==> config.mk <==
export PLATFORM = sky130hd
export DESIGN_NAME = data_sync_tx_flat
export DESIGN_NICKNAME = d
export VERILOG_FILES = /design/src/rtl/data_sync_tx_if.sv /design/src/rtl/data_sync_tx.sv /design/src/flat_wrapper.sv
export SDC_FILE = /design/constraint.sdc
export NUM_CORES = 1
export LEC_CHECK = 0
export ABC_AREA = 1
export CAP_MARGIN = 20
export CORE_MARGIN = 4
export CORE_UTILIZATION = 47
export CTS_CLUSTER_SIZE = 14
export DETAILED_ROUTE_END_ITERATION = 12
export PLACE_DENSITY_LB_ADDON = 0.1
export SLEW_MARGIN = 5
export SYNTH_ARGS = -nofsm -noshare
export SYNTH_HDL_FRONTEND = slang
export SYNTH_SLANG_ARGS = --single-unit
==> constraint.sdc <==
create_clock -name clk -period 1.7 [get_ports clk]
set_clock_uncertainty 0.05 [all_clocks]
set_input_delay 0.34 -clock clk [delete_from_list [all_inputs] [get_ports clk]]
set_output_delay 0.34 -clock clk [all_outputs]
set_load 0.005 [all_outputs]
==> src/rtl/data_sync_tx_if.sv <==
// Producer-facing and destination-facing signals of the CDC bus transmitter.
// The slave modport is the transmitter's view; master is its environment.
interface data_sync_tx_if #(
  parameter int BUS_WIDTH = 8
);
  logic [BUS_WIDTH-1:0] i_data;
  logic                 i_valid;
  logic                 o_ready;
  logic                 ack_async;
  logic [BUS_WIDTH-1:0] Unsync_bus;
  logic                 bus_enable;
  logic                 o_busy;
  logic                 o_done;

  modport master (
    output i_data, i_valid, ack_async,
    input  o_ready, Unsync_bus, bus_enable, o_busy, o_done
  );

  modport slave (
    input  i_data, i_valid, ack_async,
    output o_ready, Unsync_bus, bus_enable, o_busy, o_done
  );
endinterface

==> src/rtl/data_sync_tx.sv <==
// Source-domain side of a multi-bit CDC transfer: holds a word on Unsync_bus and
// runs a 4-phase bus_enable/ack handshake against a locally synchronised ack.
module data_sync_tx #(
  parameter int NUM_STAGES   = 2,
  parameter int BUS_WIDTH    = 8,
  parameter int SETUP_CYCLES = 1
) (
  input  logic                 clk,
  input  logic                 reset,
  data_sync_tx_if.slave        bus
);

  typedef enum logic [1:0] {IDLE, SETUP, REQ, RELEASE} state_t;

  localparam logic [3:0] SETUP_LOAD = 4'(SETUP_CYCLES - 1);

  state_t                 state_q, state_d;
  logic [NUM_STAGES-1:0]  ack_ff_q;
  logic                   ack_sync;
  logic [3:0]             cnt_q, cnt_d;
  logic [BUS_WIDTH-1:0]   data_q, data_d;
  logic                   be_q, be_d;
  logic                   done_q, done_d;
  logic                   accept;

  always_ff @(posedge clk or negedge reset) begin
    if (!reset) begin
      ack_ff_q <= '0;
      state_q  <= IDLE;
      cnt_q    <= '0;
      data_q   <= '0;
      be_q     <= 1'b0;
      done_q   <= 1'b0;
    end else begin
      ack_ff_q <= {ack_ff_q[NUM_STAGES-2:0], bus.ack_async};
      state_q  <= state_d;
      cnt_q    <= cnt_d;
      data_q   <= data_d;
      be_q     <= be_d;
      done_q   <= done_d;
    end
  end

  assign ack_sync = ack_ff_q[NUM_STAGES-1];
  // A stale ack still high in IDLE must drain before a new word is taken.
  assign accept   = bus.i_valid && (state_q == IDLE) && !ack_sync;

  always_comb begin
    state_d = state_q;
    cnt_d   = cnt_q;
    data_d  = data_q;
    be_d    = be_q;
    done_d  = 1'b0;
    unique case (state_q)
      IDLE: begin
        if (accept) begin
          data_d = bus.i_data;
          if (SETUP_CYCLES == 0) begin
            be_d    = 1'b1;
            state_d = REQ;
          end else begin
            cnt_d   = SETUP_LOAD;
            state_d = SETUP;
          end
        end
      end
      SETUP: begin
        if (cnt_q == 4'd0) begin
          be_d    = 1'b1;
          state_d = REQ;
        end else begin
          cnt_d = cnt_q - 4'd1;
        end
      end
      REQ: begin
        if (ack_sync) begin
          be_d    = 1'b0;
          state_d = RELEASE;
        end
      end
      RELEASE: begin
        if (!ack_sync) begin
          done_d  = 1'b1;
          state_d = IDLE;
        end
      end
      default: state_d = IDLE;
    endcase
  end

  assign bus.o_ready    = (state_q == IDLE) && !ack_sync;
  assign bus.o_busy     = (state_q != IDLE);
  assign bus.o_done     = done_q;
  assign bus.bus_enable = be_q;
  assign bus.Unsync_bus = data_q;

endmodule
==> src/flat_wrapper.sv <==
// flat-port wrapper written by rule: the top's interface ports become plain ports
module data_sync_tx_flat 
#(
  parameter int NUM_STAGES   = 2,
  parameter int BUS_WIDTH    = 8,
  parameter int SETUP_CYCLES = 1
)
  (clk, reset, bus_i_data, bus_i_valid, bus_ack_async, bus_o_ready, bus_Unsync_bus, bus_bus_enable, bus_o_busy, bus_o_done);
  data_sync_tx_if #(.BUS_WIDTH(BUS_WIDTH)) bus_i ();
  input  logic clk;
  input  logic reset;
  input wire logic [$bits(bus_i.i_data)-1:0] bus_i_data;
  input wire logic [$bits(bus_i.i_valid)-1:0] bus_i_valid;
  input wire logic [$bits(bus_i.ack_async)-1:0] bus_ack_async;
  output wire logic [$bits(bus_i.o_ready)-1:0] bus_o_ready;
  output wire logic [$bits(bus_i.Unsync_bus)-1:0] bus_Unsync_bus;
  output wire logic [$bits(bus_i.bus_enable)-1:0] bus_bus_enable;
  output wire logic [$bits(bus_i.o_busy)-1:0] bus_o_busy;
  output wire logic [$bits(bus_i.o_done)-1:0] bus_o_done;
  assign bus_i.i_data = bus_i_data;
  assign bus_i.i_valid = bus_i_valid;
  assign bus_i.ack_async = bus_ack_async;
  assign bus_o_ready = bus_i.o_ready;
  assign bus_Unsync_bus = bus_i.Unsync_bus;
  assign bus_bus_enable = bus_i.bus_enable;
  assign bus_o_busy = bus_i.o_busy;
  assign bus_o_done = bus_i.o_done;
  data_sync_tx #(.NUM_STAGES(NUM_STAGES), .BUS_WIDTH(BUS_WIDTH), .SETUP_CYCLES(SETUP_CYCLES)) u_core (.clk(clk), .reset(reset), .bus(bus_i));
endmodule
# Word-level counts from Yosys, hierarchy flattened
# Index checks and enable logic that the tools add are counted.
# word_totals
register_bits	18
output_inout_bits	12
in_bits	12
word_cells	41
# classes
n_mux	13
add_sub_neg	1
reduce_logical	13
eq_ne	8
# ops
cell	n
2-bit 2-to-1 mux	4
4-bit 2-to-1 mux	2
2-bit one-hot mux with 4 select lines	1
4-bit one-hot mux with 2 select lines	1
2-bit by 1-bit inequality test with 1-bit output, second input constant	3
3-bit AND reduction	2
2-bit nonzero test	3
2-bit equality test, second input constant	2
4-bit zero test	1
1-bit 2-to-1 mux	4
2-bit inequality test, second input constant	2
4-bit AND reduction	1
4-bit by 1-bit subtractor with 4-bit output, second input constant	1
1-bit logical AND	3
2-bit by 1-bit equality test with 1-bit output, second input constant	1
2-bit zero test	1
1-bit one-hot mux with 2 select lines	1
2-bit AND reduction	1
1-bit zero test	1

# Depth between registers and ports, before layout
# Gate-level depths: netlist of run 1.
# depth
depth_word	5
depth_mapped	8
mapped_depth_nobuf	8

# Least setup slack after synthesis of run 1
# No wires, ideal clock.
# synth_path
kind	reg-to-reg
startpoint	register u_core.state_q[0]
endpoint	register u_core.data_q[0] (netlist: u_core.bus.Unsync_bus[0])
setup_ps	125
t_required_ps	1525
t_arrival_ps	1178
path_buffers	0
setup_slack_ps	347
path_stages_with_launch	5
synth_period_minus_slack_ps	1353
cell_sequence	dfrtp_1 > inv_1 > ha_1 > nand3_4 > mux2_4
# synth_between
elab_chain_cells	4
# synth_lines
element	line	source
from (decl)	data_sync_tx.sv:17	state_t state_q, state_d;
from (signal assigned)	data_sync_tx.sv:36	state_q <= state_d;
2-bit zero test *	data_sync_tx.sv:46, data_sync_tx.sv:54	
1-bit logical AND (2 in a row)	data_sync_tx.sv:46	assign accept = bus.i_valid && (state_q == IDLE) && !ack_sync;
2-bit AND reduction (no line) *	--	
to (signal assigned)	data_sync_tx.sv:38	data_q <= data_d;
to (decl)	data_sync_tx.sv:21	logic [BUS_WIDTH-1:0] data_q, data_d;
# Mark *: on every way between the ends. The rest lies on a longest branch, timed or not.
# A chain may end at the register's enable or synchronous reset.

# Worst setup path in the final report of run 1
# layout_path
startpoint	register u_core.state_q[1]
endpoint	output port bus_o_busy
# layout_between
elab_chain_cells	1
# layout_lines
element	line	source
2-bit nonzero test	data_sync_tx.sv:92	assign bus.o_busy = (state_q != IDLE);
to (decl)	flat_wrapper.sv:18	output wire logic [$bits(bus_i.o_busy)-1:0] bus_o_busy;
# No other way between the ends.

==> metrics.md, run 1 <==
| Metric | Value |
|---|---|
| Outcome | `finished clean` |
| Share of layout cells above drive strength 1 | `26.2%` |
| Crit path kind | `reg2out` |
| Synth top area cells | `dfrtp_1 (49%), mux2_4 (13%), ha_1 (8.1%)` |
| Die area | `~2700 sq um` |
| Multiplexer area fraction after synthesis | `13.0%` |
| Post-Syn Instances | `88` |
| Placement Setup Slack | `0.00591 ns` |
| Worst path slowest cell | `dfrtp_1` |
| Max Freq | `626 MHz` |
| Later-pin clock latency in the skew report | `0.29 ns` |
| CTS tree | `done` |
| Die width | `52.3 microns` |
| Netlist cell types | `17` |
| Unrepaired setup endpoints after global routing | `no` |
| Fin Setup TNS | `0 ns` |
| Clock Pin Slew Worst Setup and Hold Paths | `0.10 ns` |
| Cts bufs inserted | `3` |
| DR WL/cell | `12.6 microns` |
| Grt met3 use | `4.56%` |
| Hold slack | `0.318 ns` |
| Total grt overflow | `0` |
| CP most frequent cell | `inv_2` |
| Worst path max stage delay | `0.40 ns` |
| Average size of a mapped cell | `about 10 sq um` |
| Core Util, Final | `71.7%` |
| Area Overhead vs Synth | `38.7%` |
| CP arrival | `1.21 ns` |
| Core Area | `about 1800 sq um` |
| Setup-failing EPs final | `0` |
| Port bufs | `23` |
| Yosys warns | `0` |
| Clock Sinks | `18` |
| Total wire length | `roughly 1900 microns` |
| Cell Chain, Critical Path | `inv_2 -> ha_4 -> inv_2 -> dlygate4sd2_1` |
| Synthesized flop and latch total | `18` |
| Met2 Use GR | `30.8%` |
| Placed Area | `~1200 sq um` |
| Vias in the first global route | `just under 800` |
| Nature of the critical path startpoint | `register` |
| Cell leakage power | `0.627 nW` |
| Crit path buffers/inverters | `3` |
| Leading area contributor after synthesis | `dfrtp_1` |
| RePlAce Congestion | `0.889` |
| Pwr/cell area | `1750 nW/um^2` |
| Cell Area, Synth | `922 sq um` |
| I/O Pins | `24` |
| Worst slew pin tran | `about 0.22 ns` |
| Slew Limit Fails | `0` |
| Site row count | `15` |
| Worst Hold Class | `reg2reg` |
| Ant diodes | `0` |
| Maxcap violations | `0` |
| Synth Area in XOR/XNOR | `0%` |
| Worst setup EP type | `output pin` |
| Sequential fraction of the synthesis area | `48.8%` |
| Most used routing layer | `met2` |
| DR vias | `704` |
| Post-synth top area share | `48.8%` |
| H-Tree Level Count | `1` |
| Worst-path fanout max | `4` |
| Detailed Place HPWL | `1530 microns` |
| Final setup margin | `0.104 ns` |
| Top cell family by delay on the critical path | `flip-flops` |
| Req. time, crit path | `roughly 1.3 ns` |
| Synthesized Nets | `106` |
| Initial antenna violation count | `0` |
| Clock root buffer | `clkbuf_4` |
| Slew HR | `85.1%` |
| GR Layer Usage met1 | `18.6%` |
| Initial detailed-routing violation count | `13` |
| Chip height | `52.3 microns` |
| Drt via density | `4.79` |
| Final period util | `93.9%` |
| Hold Violations, Final | `0` |
| Largest family of logic cells by synthesized area | `simple AND/OR/NAND/NOR gates` |
| Tot GR Track Use | `16.8%` |
| 1st-pass router iterations | `4` |
| Min cycle time layout | `about 1.6 ns` |
| Post-Synth Simple-Gate Area | `roughly 17%` |
| Fin nets | `141` |
| First-pass GRT wire length | `3390 microns` |
| Peak supply drop | `between 1000 and 1500 uV` |
| Clock buffer depth | `2` |
| Final Instance Area | `1280 sq um` |
| # DRC | `0` |
| Largest net degree at the start of global routing | `19` |
| Compound-Gate Fraction of Synth Area | `roughly 7.9%` |
| Starting density of the core | `a little over 50%` |
| Post-synthesis adder-cell area fraction | `8.14%` |
| Final antenna-violating net count | `0` |
==> metrics by stage <==
| stage | power [mW] | cells |
|---|---|---|
| 4_1_cts | 2.24 | 147 |
| 3_5_place_dp | 1.96 | 142 |
| 3_3_place_gp | 1.90 | 142 |
| 2_1_floorplan | 1.43 | 88 |
| 5_1_grt | 2.45 | 147 |
| 6_report | 2.24 | 147 |
==> cell families (layout without fill, tap and decap cells) <==
kind of cell,count (synthesis),after routing
compound gates,12,12
mux,8,8
buf+inv,13,47
flops,18,18
fa+ha+maj,6,6
simple gates,31,31
==> per-layer routing <==
metal,vias to the layer above,routed length (microns)
li1,352,-
met1,328,775
met2,22,945
met3,2,120
met4,0,13
met5,-,0
==> timing repair <==
action / in CTS / in global routing
gates resized for setup: 5 / 4
setup endpoints to repair: 2 / 2
hold buffers: 0 / 0
buffers inserted: 1 / 0
pin swaps: 0 / 0
gates cloned: 0 / 0
==> path summary, 6_finish.rpt <==
kind / from / end / slack (ns) / cells after the start
max: u_core.state_q[1] / bus_o_busy / 0.10 / 4
min: u_core.ack_ff_q[0] / u_core.ack_ff_q[1] / 0.32 / 0
max reg2reg: u_core.state_q[1] / u_core.state_q[0] / 0.18 / 9
min reg2reg: u_core.ack_ff_q[0] / u_core.ack_ff_q[1] / 0.32 / 0
max in group asynchronous: reset / u_core.cnt_q[2] / 1.09 / 2
min in group asynchronous: reset / u_core.bus.Unsync_bus[2] / 0.33 / 2
==> cell type report <==
cell class	instances	area, sq um
clock buffer	4	36.3
fill	140	504
inverter	13	48.8
multi-input combinational	57	435
sequential	18	450
tap	25	31.3
timing repair buffer	30	277
==> worst register-to-register path: cells and delay by family (launching register included) <==
family / cells / cell delay, ns
buffers and inverters: 4 / 0.43
adders and majority gates: 1 / 0.18
DFF: 1 / 0.40
and+or+nand+nor: 3 / 0.21
AOI/OAI and AO/OA: 1 / 0.15
==> registers in the layout (all words and copies together), names as in the netlist <==
signal and count:
u_core.bus.Unsync_bus 8, u_core.cnt_q 4, u_core.ack_ff_q 2, u_core.state_q 2, u_core.bus.bus_enable 1, u_core.bus.o_done 1
==> Yosys cell counts, drive strengths merged <==
master / number
a21oi: 3
clkinv: 1
dfrtp: 18
ha: 6
inv: 12
mux2: 8
nand2: 18
nand3: 7
nor2: 5
o21ai: 7
o21bai: 2
or2: 1
==> report_power, final <==
part	leakage, nW	switching, mW	internal, mW	total (mW)
logic	0.385	0.574	0.703	1.28
registers	0.221	0.0989	0.602	0.701
clock network	0.0210	0.128	0.130	0.258
total	0.627	0.801	1.44	2.24
==> cells in the final DEF (no fill, tap or decap) <==
cell type | Yosys | routed
clkbuf_8 | 0 | 1
a21oi_1 | 3 | 3
dfrtp_1 | 18 | 18
clkinv_1 | 1 | 1
dlygate4sd2_1 | 0 | 1
nand2_1 | 17 | 17
or2_2 | 1 | 1
nand2_2 | 1 | 1
clkbuf_2 | 0 | 1
o21ai_2 | 2 | 2
buf_4 | 0 | 7
o21ai_0 | 1 | 1
nand3_1 | 5 | 5
clkbuf_4 | 0 | 3
nor2_1 | 5 | 5
nand3_4 | 2 | 2
mux2_4 | 8 | 8
o21ai_1 | 4 | 4
ha_4 | 0 | 1
o21bai_1 | 2 | 2
inv_2 | 2 | 5
ha_1 | 6 | 5
clkdlybuf4s50_1 | 0 | 21
inv_1 | 10 | 7
(Power assumes the default switching activity.)
==> run 2: changes to the inputs <==
==> constraint.sdc (replaced) <==
create_clock -name clk -period 1.5 [get_ports clk]
set_clock_uncertainty 0.05 [all_clocks]
set_input_delay 0.3 -clock clk [delete_from_list [all_inputs] [get_ports clk]]
set_output_delay 0.3 -clock clk [all_outputs]
set_load 0.005 [all_outputs]
==> run 2 against run 1 <==
- die area stayed put
- critical path depth grew 1
- setup slack worse by 0.10 ns
==> metrics.md, run 2 (same netlist as run 1, synthesis figures left out) <==
| Metric | Value |
|---|---|
| Outcome | `finished clean` |
| Pwr/cell area | `1980 nW/um^2 (+13%)` |
| Die area | `2730 sq um (unchanged)` |
| Clock Pin Slew Worst Setup and Hold Paths | `0.09 ns (about the same)` |
| Later-pin clock latency in the skew report | `0.29 ns (about the same)` |
| Clock buffer depth | `2 (unchanged)` |
| Total power | `2.75 mW (+23%)` |
| Initial detailed-routing violation count | `12 (-1)` |
| Clock root buffer | `clkbuf_4` |
| RePlAce Congestion | `0.899 (+1.1%)` |
| Area Overhead vs Synth | `50.2%` |
| DR WL/cell | `13.9 microns (+10%)` |
| Initial antenna violation count | `0 (unchanged)` |
| Max reg flops | `8 (unchanged)` |
| Worst setup EP type | `output pin` |
| Max Freq | `667 MHz` |
| 1st-pass router iterations | `4 (unchanged)` |
| H-Tree Level Count | `1 (unchanged)` |
| Core Area | `1780 sq um (unchanged)` |
| Die width | `52.3 microns (unchanged)` |
| Commonest non-fill, non-tap cell in the layout | `dfrtp_1` |
| Tot GR Track Use | `16.6% (-0.23 points)` |
| Total grt overflow | `0 (unchanged)` |
| Slew HR | `83.7% (-1.4 points)` |
| Worst slew pin tran | `0.245 ns (+0.0209 ns)` |
| Starting density of the core | `51.7% (unchanged)` |
| Fin nets | `150 (+6.4%)` |
| Core Util, Final | `77.7% (+6.0 points)` |
| Unrepaired setup endpoints after global routing | `yes` |
| Hold slack | `0.285 ns (-0.0324 ns)` |
| Setup-failing EPs final | `0 (unchanged)` |
| Port bufs | `23 (unchanged)` |
| Final antenna-violating net count | `0 (unchanged)` |
| Min cycle time layout | `1.50 ns` |
| CP arrival | `1.15 ns (-0.06 ns)` |
| Fillers | `125 (-11%)` |
| I/O Pins | `24 (unchanged)` |
| Share of layout cells above drive strength 1 | `36.6% (+10 points)` |
| Cell leakage power | `0.719 nW (+15%)` |
| Worst Hold Class | `in2async` |
| Final Instance Area | `1390 sq um (+8.3%)` |
| Nature of the critical path startpoint | `register` |
| Largest net degree at the start of global routing | `19 (unchanged)` |
| Site row count | `15 (unchanged)` |
| CTS tree | `done` |
| Total wire length | `2170 microns (+17%)` |
| Worst-path fanout max | `4 (unchanged)` |
| Most frequent cells in the layout | `dfrtp_1 (18), nand2_1 (16), buf_4 (15), clkdlybuf4s50_1 (11), mux2_4 (8)` |
| Cts bufs inserted | `3 (unchanged)` |
| Maxcap violations | `0 (unchanged)` |
| Hold Violations, Final | `0 (unchanged)` |
| Detailed Place HPWL | `1480 microns (-3.3%)` |
| # DRC | `0 (unchanged)` |
| Chip height | `52.3 microns (unchanged)` |
| Vias in the first global route | `763 (-3.3%)` |
| DR vias | `757 (+7.5%)` |
| Placed Area | `1240 sq um (+0.61%)` |
| First-pass GRT wire length | `3310 microns (-2.4%)` |
| Final period util | `99.9%` |
| Peak supply drop | `1390 uV (+16%)` |
| Crit path kind | `reg2out` |
| Req. time, crit path | `1.15 ns (-0.16 ns)` |
| Slew Limit Fails | `0 (unchanged)` |
| Ant diodes | `0 (unchanged)` |
| Drt via density | `4.85 (+1.3%)` |
| Clock Sinks | `18 (unchanged)` |
run 2: changes by cell type in the layout (fill, tap and decap cells not counted), sizes merged:
cell,change
dlymetal6s2s,+3
clkdlybuf4s50,-10
buf,+10
dlygate4sd2,+6
run 2: metal layers:
metal,GRT usage [%],up-vias,part of all wire [%]
met1,19.0,352,40
li1,-,371,-
met5,0,-,0
met3,6.27,4,6.7
met4,2.55,0,1.2
met2,29.5,30,52
run 2: critical path: stages, from the launching register on:
cell and delay [ns]:
dfrtp_1 0.41, inv_2 0.09, ha_4 0.13, inv_2 0.05
nor2_2 0.08, buf_2 0.11
run 2: final cells by class:
type / count / area [sq um] / share of cell area (%)
clock buffer: 4 / 36.3 / 2.62
multi-input combinational: 57 / 475 / 34.3
tap: 25 / 31.3 / 2.26
sequential: 18 / 450 / 32.5
timing repair buffer: 39 / 343 / 24.8
inverter: 13 / 48.8 / 3.52
run 2: power by group:
| part | switching, mW | leakage [nW] | total (mW) | internal [mW] |
|---|---|---|---|---|
| combinational | 0.772 | 0.477 | 1.67 | 0.900 |
| sequential | 0.110 | 0.221 | 0.793 | 0.682 |
| clock | 0.135 | 0.0210 | 0.283 | 0.148 |
| total | 1.02 | 0.719 | 2.75 | 1.73 |
run 2: path summary, 6_finish.rpt:
check | start | to | slack [ns] | cells after the start
hold / removal | reset | u_core.cnt_q[0] | 0.29 | 2
min in group clk | u_core.ack_ff_q[0] | u_core.ack_ff_q[1] | 0.32 | 0
setup reg to reg | u_core.state_q[1] | u_core.state_q[0] | 0.05 | 8
setup / recovery | u_core.state_q[1] | bus_o_ready | 0.001 | 5
hold reg to reg | u_core.ack_ff_q[0] | u_core.ack_ff_q[1] | 0.32 | 0
max in group asynchronous | reset | u_core.bus.Unsync_bus[5] | 0.92 | 2
run 2: metrics by stage:
step           instances  setup slack, ns  setup TNS (ns)
2_1_floorplan         88            0.147               0
3_3_place_gp         143          -0.0905          -0.562
3_5_place_dp         143           -0.116          -0.826
4_1_cts              154        -0.000615        -0.00122
5_1_grt              156           -0.103          -0.220
6_report             156          0.00108               0
run 2: repair_timing:
action | in CTS | in global routing
endpoints found under the setup margin | 11 | 20
pin swaps | 1 | 6
cloned | 0 | 0
buffers inserted | 7 | 4
hold buffers | 0 | 0
resized for setup | 18 | 14
==> run 3: changes to the inputs <==
==> constraint.sdc (replaced) <==
create_clock -name clk -period 1.6 [get_ports clk]
set_clock_uncertainty 0.05 [all_clocks]
set_input_delay 0.32 -clock clk [delete_from_list [all_inputs] [get_ports clk]]
set_output_delay 0.32 -clock clk [all_outputs]
set_load 0.005 [all_outputs]
==> run 3 against run 2 <==
- final cell count shrank 3.8%
- sequential share of layout area up 2.1 points
- power is 11% lower
- via count is 6.1% lower
- count of clock-buffer cells in the layout stayed put
- critical path depth shrank 4
- global-route usage decreased by 0.67 points
- critical endpoint is now bus_Unsync_bus[2]
==> metrics.md, run 3 (same netlist as run 1, synthesis figures left out) <==
| Metric | Value |
|---|---|
| Worst setup EP type | `output pin` |
| CTS tree | `done` |
| Setup-failing EPs final | `0 (unchanged)` |
| Max reg flops | `8 (unchanged)` |
| Tot GR Track Use | `15.9% (-0.67 points)` |
| Fin nets | `144 (-4.0%)` |
| First-pass GRT wire length | `3190 microns (-3.4%)` |
| Cell Chain, Critical Path | `clkdlybuf4s50_1` |
| Top cell family by delay on the critical path | `buffers and inverters` |
| Maxcap violations | `0 (unchanged)` |
| Final period util | `97.7%` |
| # DRC | `0 (unchanged)` |
| I/O Pins | `24 (unchanged)` |
| Starting density of the core | `51.7% (unchanged)` |
| H-Tree Level Count | `1 (unchanged)` |
| Final setup margin | `0.0373 ns (+0.0363 ns)` |
| Most frequent cells in the layout | `clkdlybuf4s50_1 (21), dfrtp_1 (18), nand2_1 (17), buf_4 (10), mux2_4 (8)` |
| Largest net degree at the start of global routing | `19 (unchanged)` |
| Final antenna-violating net count | `0 (unchanged)` |
| Total wire length | `1920 microns (-12%)` |
| Req. time, crit path | `1.23 ns (+0.08 ns)` |
| Worst-path fanout max | `2 (-2)` |
| Cts bufs inserted | `3 (unchanged)` |
| Die area | `2730 sq um (unchanged)` |
| Worst path max stage delay | `0.53 ns (+0.12 ns)` |
| Core Area | `1780 sq um (unchanged)` |
| Hold Violations, Final | `0 (unchanged)` |
| Ant diodes | `0 (unchanged)` |
| Clock Pin Slew Worst Setup and Hold Paths | `0.09 ns (about the same)` |
| DP Cell Count | `143 (unchanged)` |
| Min cycle time layout | `1.56 ns` |
| DR vias | `711 (-6.1%)` |
| Placement Setup Slack | `-0.0358 ns (+0.0800 ns)` |
| Commonest non-fill, non-tap cell in the layout | `clkdlybuf4s50_1` |
| Max Freq | `640 MHz` |
| Share of layout cells above drive strength 1 | `30.4% (-6.2 points)` |
| Slew HR | `85.2% (+1.5 points)` |
| Detailed Place HPWL | `1480 microns (unchanged)` |
| Site row count | `15 (unchanged)` |
| Chip height | `52.3 microns (unchanged)` |
| Nature of the critical path startpoint | `register` |
| Clock buffer depth | `2 (unchanged)` |
| Worst path slowest cell | `clkdlybuf4s50_1` |
| 1st-pass router iterations | `4 (unchanged)` |
| Total power | `2.43 mW (-11%)` |
| Slew Limit Fails | `0 (unchanged)` |
| Total grt overflow | `0 (unchanged)` |
| DR WL/cell | `12.8 microns (-8.3%)` |
| Drt via density | `4.74 (-2.3%)` |
| Worst Hold Class | `in2async` |
| Die width | `52.3 microns (unchanged)` |
| Later-pin clock latency in the skew report | `0.28 ns (about the same)` |
| Clock Sinks | `18 (unchanged)` |
| Outcome | `finished clean` |
| CP arrival | `1.19 ns (+0.04 ns)` |
| Cell leakage power | `0.641 nW (-11%)` |
| Fin Setup TNS | `0 ns (unchanged)` |
| RePlAce Congestion | `0.899 (unchanged)` |
| Clock root buffer | `clkbuf_4` |
| FF-to-FF path depth | `6 (-2)` |
| Vias in the first global route | `748 (-2.0%)` |
| Crit path buffers/inverters | `1 (-2)` |
| Pwr/cell area | `1870 nW/um^2 (-5.6%)` |
| R2r startpoint | `u_core.state_q[1]` |
| Hold-fix buffers, CTS | `0 (unchanged)` |
| Worst slew pin tran | `0.222 ns (-0.0221 ns)` |
| Initial detailed-routing violation count | `17 (+5)` |
| Initial antenna violation count | `0 (unchanged)` |
| Reg2Reg Setup Slack | `0.11 ns (+0.06 ns)` |
| Area Overhead vs Synth | `41.0%` |
| Core Util, Final | `72.9% (-4.8 points)` |
| Peak supply drop | `1260 uV (-9.4%)` |
| Port bufs | `23 (unchanged)` |
| Non-Filler Instances | `150 (-3.8%)` |
| R2r endpoint | `u_core.bus.Unsync_bus[5]` |
| Crit path kind | `reg2out` |
run 3: changes by cell type in the layout (fill, tap and decap cells not counted), sizes merged:
cell	previous run	this run
clkdlybuf4s50	11	21
dlygate4sd2	7	0
buf	17	11
dlymetal6s2s	3	0
run 3: area by class of cell:
type	count	area, sq um
fill	138	483
sequential	18	450
multi-input combinational	57	438
timing repair buffer	33	295
inverter	13	48.8
clock buffer	4	36.3
tap	25	31.3
run 3: power breakdown:
group	internal [mW]	switching, mW	total, mW	leakage [nW]
sequential	0.640	0.111	0.751	0.221
combinational	0.785	0.633	1.42	0.399
clock	0.139	0.125	0.264	0.0210
run 3: worst max-delay path by stage:
stage | startpoint | end | slack, ns | depth (start not counted)
after floorplan | u_core.state_q[0] | u_core.bus.Unsync_bus[0] | 0.25 | 4
after global placement | bus_i_valid | u_core.state_q[1] | -0.01 | 6
after detailed placement | u_core.state_q[1] | bus_o_ready | -0.04 | 5
after CTS | u_core.state_q[1] | bus_o_busy | 0.03 | 4
after global routing | u_core.bus.Unsync_bus[2] | bus_Unsync_bus[2] | -0.03 | 1
final | u_core.bus.Unsync_bus[2] | bus_Unsync_bus[2] | 0.04 | 1
run 3: layer usage:
metal	GRT usage [%]	vias up	share of wire, %
met3	6.27	0	6.5
met2	28.5	19	51
met1	17.8	332	42
li1	-	360	-
met5	0	-	0
met4	2.55	0	0
run 3: repair_timing:
action | 4_1_cts | 5_1_grt
pin swaps | 1 | 2
buffers inserted | 2 | 1
gates resized for setup | 10 | 4
endpoints found under the setup margin | 2 | 6
run 3: metrics by stage:
stage / hold slack (ns) / area (sq um)
after floorplan: -0.0256 / 922
final: 0.306 / 1300
after global placement: 0.293 / 1240
after detailed placement: 0.304 / 1240
after CTS: 0.306 / 1290
after global routing: 0.291 / 1300
